==> src/rtl/serial_adder_pkg.sv <==
// Shared types for serial_adder: FSM state encoding and step-counter sizing.
// Latency: n/a (declarations only).
// Backpressure: n/a.
package serial_adder_pkg;

    typedef enum logic [1:0] {
        IDLE = 2'd0,
        RUN  = 2'd1,
        DONE = 2'd2
    } saState_t;

    // A counter for one step still needs a bit, so never return zero.
    function automatic int stepCntWidth(input int steps);
        return (steps > 1) ? $clog2(steps) : 1;
    endfunction

endpackage

==> src/rtl/serial_adder_fulladder.sv <==
// 1-bit full adder cell, the ripple element of the serial adder chain.
// Latency: combinational.
// Backpressure: none.
module fullAdder (
    input  logic faOp1,
    input  logic faOp2,
    input  logic faCi,
    output logic faRes,
    output logic faCo
);

    assign faRes = faOp1 ^ faOp2 ^ faCi;
    assign faCo  = (faOp1 & faOp2) | (faCi & (faOp1 ^ faOp2));

endmodule

==> src/rtl/serial_adder.sv <==
// Multi-cycle add/subtract, DIGIT bits per clock, LSB digit first, with carry and overflow flags.
// Latency: start accepted at edge k -> saDone high in cycle k+WIDTH/DIGIT+1.
// Backpressure: saStart is ignored while saBusy; no queueing.
module serial_adder
    import serial_adder_pkg::*;
#(
    parameter int WIDTH = 8,
    parameter int DIGIT = 1
) (
    input  logic             clk,
    input  logic             rst,
    input  logic             saStart,
    input  logic             saSub,
    input  logic [WIDTH-1:0] saOp1,
    input  logic [WIDTH-1:0] saOp2,
    input  logic             saCi,
    output logic             saBusy,
    output logic             saDone,
    output logic [WIDTH-1:0] saRes,
    output logic             saCo,
    output logic             saOvf
);

    localparam int STEPS = WIDTH / DIGIT;
    localparam int CW    = stepCntWidth(STEPS);
    localparam logic [CW-1:0] LAST_STEP = CW'(STEPS - 1);

    if (WIDTH < 2 || (WIDTH % DIGIT) != 0) begin : gParamCheck
        $error("serial_adder: WIDTH must be >= 2 and a multiple of DIGIT");
    end

    saState_t         state, nextState;
    logic [WIDTH-1:0] regA, regB, resSr, resNext;
    logic             carry;
    logic [CW-1:0]    stepCnt;
    logic [DIGIT-1:0] sumDig;
    logic [DIGIT:0]   chain;
    logic             accept, lastStep;

    assign chain[0] = carry;

    for (genvar i = 0; i < DIGIT; i++) begin : gCell
        fullAdder uCell (
            .faOp1 (regA[i]),
            .faOp2 (regB[i]),
            .faCi  (chain[i]),
            .faRes (sumDig[i]),
            .faCo  (chain[i+1])
        );
    end

    // The newest digit enters from the MSB side, so after STEPS shifts the word is aligned.
    if (STEPS == 1) begin : gResOne
        assign resNext = sumDig;
    end else begin : gResShift
        assign resNext = {sumDig, resSr[WIDTH-1:DIGIT]};
    end

    always_ff @(posedge clk) begin
        if (rst) state <= IDLE;
        else     state <= nextState;
    end

    always_comb begin
        nextState = state;
        accept    = 1'b0;
        lastStep  = (state == RUN) && (stepCnt == LAST_STEP);
        case (state)
            IDLE: if (saStart) begin
                accept    = 1'b1;
                nextState = RUN;
            end
            RUN:  if (stepCnt == LAST_STEP) nextState = DONE;
            DONE: begin
                accept    = saStart;
                nextState = saStart ? RUN : IDLE;
            end
            default: nextState = IDLE;
        endcase
    end

    always_ff @(posedge clk) begin
        if (rst) begin
            regA    <= '0;
            regB    <= '0;
            resSr   <= '0;
            carry   <= 1'b0;
            stepCnt <= '0;
            saRes   <= '0;
            saCo    <= 1'b0;
            saOvf   <= 1'b0;
        end else if (accept) begin
            // Subtraction is a + ~b + ~borrow, so the chain itself only ever adds.
            regA    <= saOp1;
            regB    <= saSub ? ~saOp2 : saOp2;
            carry   <= saSub ? ~saCi : saCi;
            stepCnt <= '0;
        end else if (state == RUN) begin
            regA  <= regA >> DIGIT;
            regB  <= regB >> DIGIT;
            resSr <= resNext;
            carry <= chain[DIGIT];
            if (!lastStep) stepCnt <= stepCnt + 1'b1;
            if (lastStep) begin
                saRes <= resNext;
                saCo  <= chain[DIGIT];
                saOvf <= chain[DIGIT] ^ chain[DIGIT-1];
            end
        end
    end

    assign saBusy = (state == RUN);
    assign saDone = (state == DONE);

endmodule

==> config.mk <==
export PLATFORM = sky130hd
export DESIGN_NAME = serial_adder
export DESIGN_NICKNAME = d
export VERILOG_FILES = /design/src/rtl/serial_adder_pkg.sv /design/src/rtl/serial_adder_fulladder.sv /design/src/rtl/serial_adder.sv
export SDC_FILE = /design/constraint.sdc
export NUM_CORES = 1
export LEC_CHECK = 0
export BUFFER_PORTS_ARGS = -buffer_cell sky130_fd_sc_hd__buf_2
export CAP_MARGIN = 0
export CORE_MARGIN = 2
export CORE_UTILIZATION = 45
export DETAILED_ROUTE_END_ITERATION = 10
export PLACE_DENSITY = 0.68
export SLEW_MARGIN = 20
export SYNTH_ARGS = -nofsm -noshare
export SYNTH_HDL_FRONTEND = slang
export SYNTH_SLANG_ARGS = --single-unit
==> constraint.sdc <==
create_clock -name clk -period 3.1 [get_ports clk]
set_clock_uncertainty 0.1 [all_clocks]
set_input_delay 0.31 -clock clk [delete_from_list [all_inputs] [get_ports clk]]
set_output_delay 0.31 -clock clk [all_outputs]
set_load 0.03 [all_outputs]
# ---- Yosys cells after proc, flatten, opt, wreduce, memory -nomap -nowiden
# Index checks and enable logic that the tools add are counted.
# W data, S select, Z words.
dict set report word_totals {
  reg_bits 40
  word_cells 47
}
dict set report classes {
  addsub 1
  n_eq_ne 5
  muxes 14
  bitwise 10
  n_reduce_logical 8
}
# cell count
set op_table {}
lappend op_table {{$mux W8} 5}
lappend op_table {{$not A8 Y8} 1}
lappend op_table {{$pmux W2 S3} 1}
lappend op_table {{$reduce_and A2 Y1} 3}
lappend op_table {{$mux W1} 5}
lappend op_table {{$mux W2} 2}
lappend op_table {{$add A3 B1 Y3 const B} 1}
lappend op_table {{$eq A3 B3 Y1 const B} 1}
lappend op_table {{$not A1 Y1} 3}
lappend op_table {{$reduce_and A3 Y1} 1}
lappend op_table {{$xor A1 B1 Y1} 3}
lappend op_table {{$and A1 B1 Y1} 2}
lappend op_table {{$eq A2 B1 Y1 const B} 1}
lappend op_table {{$eq A2 B2 Y1 const B} 1}
lappend op_table {{$logic_not A2 Y1} 1}
lappend op_table {{$ne A2 B1 Y1 const B} 1}
lappend op_table {{$ne A2 B2 Y1 const B} 1}
lappend op_table {{$pmux W1 S2} 1}
lappend op_table {{$reduce_bool A2 Y1} 1}
lappend op_table {{$reduce_or A2 Y1} 1}
lappend op_table {{$logic_and A1 B1 Y1} 1}
lappend op_table {{$or A1 B1 Y1} 1}

# ---- Depth between registers and ports, before layout
dict set report depth {
  depth_word 5
  mapped_depth 6
}

# ---- Hierarchy
# A second synthesis with hierarchy kept.
dict set report hier_totals {
  cells_unflattened 189
  area_unflattened_um2 1669.1
}
# mod instances cells_per_inst area_each_um2 seq_area_each_um2
set by_module_without_submodules {}
lappend by_module_without_submodules {serial_adder 1 188 1649.1 780.7}
lappend by_module_without_submodules {fullAdder 1 1 20.0 0.0}

# ---- Worst setup path after synthesis
# No wires, ideal clock.
dict set report synth_timing {
  path_kind {flip-flop to flip-flop}
  start {register stepCnt[0]}
  end {register stepCnt[2]}
  arrival_ns 1.221
  required_ns 2.868
  path_slack_ns 1.647
  stages_incl_launch_ff 6
  synth_period_minus_slack_ns 1.453
  cell_sequence {dfxtp_1 ha_1 ha_1 nor3b_4 mux2i_1 nor3_1}
}
dict set report synth_between {
  elab_chain_len 4
}
# element line
set synth_lines {}
lappend synth_lines {{start, declared} serial_adder.sv:35} ;# logic [CW-1:0] stepCnt;
lappend synth_lines {{start signal, assigned} serial_adder.sv:103} ;# if (!lastStep) stepCnt <= stepCnt + 1'b1;
lappend synth_lines {{$eq A3 B3 Y1} serial_adder.sv:67} ;# lastStep = (state == RUN) && (stepCnt == LAST_STEP);
lappend synth_lines {{$logic_and A1 B1 Y1} serial_adder.sv:67}
lappend synth_lines {{$not A1 Y1 (no line)} --}
lappend synth_lines {{$reduce_and A2 Y1 (no line)} --}
# Parallel ways exist; a longest one is shown, timed or not.
# A chain may end at the register's enable or synchronous reset.

# ---- Worst setup path after layout
dict set report layout_timing {
  start {register state[1]}
  end {output saBusy}
}
dict set report layout_between {
  elab_chain_len 1
}
# element line
set layout_lines {}
lappend layout_lines {{start, declared} serial_adder.sv:32} ;# saState_t state, nextState;
lappend layout_lines {{start signal, assigned} serial_adder.sv:61} ;# else state <= nextState;
lappend layout_lines {{$eq A2 B1 Y1} serial_adder.sv:112} ;# assign saBusy = (state == RUN);
lappend layout_lines {{end, declared} serial_adder.sv:17} ;# output logic saBusy,
# Every way passes these cells.

==> metrics.txt <==
outcome=finished clean; Routed Antenna Nets=0; P per Cell Area=approximately 530 nW/um^2; Final Setup Violations=0; RSZ-0062 raised after global routing=no; port buffer count=32; initial DRC count=55; Final Hold Vio Count=0; CP delay by family, top=buffers and inverters; post-synthesis cell type count=30; Ports=33; M1 GR Usage=0.196; switching pwr=roughly 260 uW; total track usage=0.162; Startpoint Class=flip-flop; total CTS buffers=5; Slew @ Worst Pin=around 0.74 ns; later-pin clock latency in the skew report=0.29 ns; Die Ht=64.8 um; Int Power=~740 uW; final WL=about 3.2 mm; clock share of power=0.330; largest net degree at the start of global routing=40; CTS Root Cell=clkbuf_8; CTS Hold Buffers Added=0; initial antenna violation count=0; logic gate share of total power=0.128; Util after Layout=0.520; Final nets=approximately 240; mean post-synth cell area=slightly below 9 um^2; CP endpoint kind=primary output; Overflow after GRT=0; via count=~1300; part of the power in registers=0.543; cell taking the most area after synthesis=dfxtp_1; CTS sink cnt=39; Lkg Pwr=between 0.7 and 0.8 nW; post-CTS setup buffer count=0; synthesis-to-finish area growth=13.0%; Max-Cap Viols=0; fin. max-slew vios=0; Max-slew headroom=0.506; slowest CP cell=dfxtp_1; Synth Cell Area=between 1500 and 2000 um^2; worst path required time=roughly 2.7 ns; non-filler cells, final=263; Synthesis Warnings=0; initial core utilization=0.461; dpl hpwl=1.98 mm; Cell Chain, Critical Path=nand2b_1, buf_4, inv_4, buf_2; Seq/Total Area, Yosys=0.470; core area=between 3000 and 4000 um^2; WP buf/inv=3; M2 GR Usage=0.264; Max FO, Critical Path=24; met3 Use GR=0.0538; Synth Flop Type=dfxtp_1; clock-pin slew on the worst setup and hold paths=~0.07 ns; Syn Inst Count=around 190; Hold Path Class=in -> reg; sw frac=0.262; maximum vdd drop=about 0.24 mV; GP Congestion=0.715; number of detailed-route iterations in the first pass=4; vias in the first global route=around 1200; global-route wire length before repair=about 5.2 mm; WL/cell=about 12 um; row count=22; DRC=0; top cell type's share of synthesized area=0.470; EDFF count, synth=0; Via density=roughly 5.0; H-tree depth=2; share of layout cells above drive strength 1=0.219; syn_nets=212; busiest metal layer after global routing=met2; placed insts=approximately 260; DIE AREA=between 4000 and 5000 um^2; top cells by area, synth=dfxtp_1, nand2_1, nor3_1; die width=~65 um; Max Clk Rate=525 MHz; Setup CP Type=reg -> out; largest stage delay on the critical path=between 0.3 and 0.4 ns; CTS tree=yes; CTS resizes=0; Max Root-Sink Buffers=2; Seq cells post-synth=39; Final TNS setup=0 ns; crit path DAT=~1.5 ns; final cycle utilization of the critical path=0.614; Synth async-reset ratio=0; clock period minus worst slack=about 1.9 ns; # diodes=0
-- worst paths after layout --
check,startpoint,end,slack [ns],cells after the start
worst max-delay path,state[1],saBusy,1.20,4
worst min-delay path,saOp1[0],regA[0],0.20,3
worst max register to register,stepCnt[0],saOvf,1.47,5
worst min register to register,saRes[4],saRes[4],0.35,2
-- synthesized netlist by cell type (2+ instances only) --
library cell / n
xnor2_1: 2
a21oi_1: 19
nand2_1: 40
nor3_1: 21
nor2_1: 8
xor2_1: 9
buf_4: 2
a22oi_2: 2
o22ai_1: 9
buf_6: 4
dfxtp_1: 39
nand3_1: 3
clkbuf_1: 2
mux2i_1: 3
nand2b_1: 2
a311oi_1: 3
nor2b_1: 2
buf_2: 5
ha_1: 2
-- cell type report --
type	instances	area, um^2
clock buffer	7	76.3
clock inverter	1	5.00
fill	380	1730
inverter	1	6.26
multi-input combinational	133	773
sequential	39	781
tap	48	60.1
timing repair buffer	34	175
-- worst reg2reg max path, stage by stage (launching register included) --
cell and delay [ns]:
dfxtp_1 0.38, ha_1 0.16, ha_1 0.23, and3b_1 0.41, nor2_1 0.07, a211oi_1 0.20
-- per-layer routing --
layer	vias up	share of wire
met2	26	0.47
met3	4	0.043
li1	695	-
met4	0	0.013
met1	602	0.48
met5	-	0
-- power groups by stage --
stage                     clock (mW)  sequential, mW  combinational [mW]
after global placement             0           0.554               0.128
final                          0.330           0.543               0.128
after CTS                      0.336           0.543               0.129
after floorplan                    0           0.550               0.109
after global routing           0.355           0.546               0.144
after detailed placement           0           0.554               0.128
-- placed cells by master (no fill, tap or decap) --
cell type  count
nand3b_1       1
nand2b_1       2
ha_1           2
nor3_2         1
a211oi_1       1
a21oi_1       19
dfxtp_1       39
nor2b_1        2
clkbuf_8       5
buf_2         32
nand3_1        3
nor3b_4        1
nand2_2        1
xnor2_1        2
and3b_1        1
nor3_1        21
fa_1           1
clkbuf_1       2
clkinv_2       1
buf_4          2
mux2i_1        3
inv_4          1
xor2_1         9
nand2_1       40
a311oi_1       3
nor2_1         8
a22oi_2        2
o22ai_1        9
a311oi_2       1
-- logic make-up after synthesis --
| group | count (synthesis) | synth area share |
|---|---|---|
| DFF | 39 | 0.470 |
| buffers and inverters | 16 | 0.0648 |
| adders and majority gates | 3 | 0.0271 |
| and+or+nand+nor | 81 | 0.227 |
| xor gates and xnor gates | 11 | 0.0580 |
| AOI/OAI and AO/OA | 35 | 0.136 |
| muxes | 3 | 0.0181 |
-- state kept, by name (all words and copies together), names as in the netlist, 2 cells and up --
register and count:
resSr 7, stepCnt 3, regB 8, state 2, regA 8, saRes 8
-- stage by stage --
| stage | setup slack [ns] | total power, mW | hold slack (ns) | instance area (um^2) |
|---|---|---|---|---|
| after global placement | 1.51 | 0.682 | 0.342 | 1800 |
| after CTS | 1.18 | 1.01 | 0.192 | 1880 |
| final | 1.20 | 1.00 | 0.200 | 1880 |
| after global routing | 1.09 | 1.05 | 0.201 | 1880 |
| after detailed placement | 1.50 | 0.682 | 0.344 | 1800 |
| after floorplan | 1.65 | 0.659 | 0.332 | 1660 |
Power figures use the tool's default switching activity.
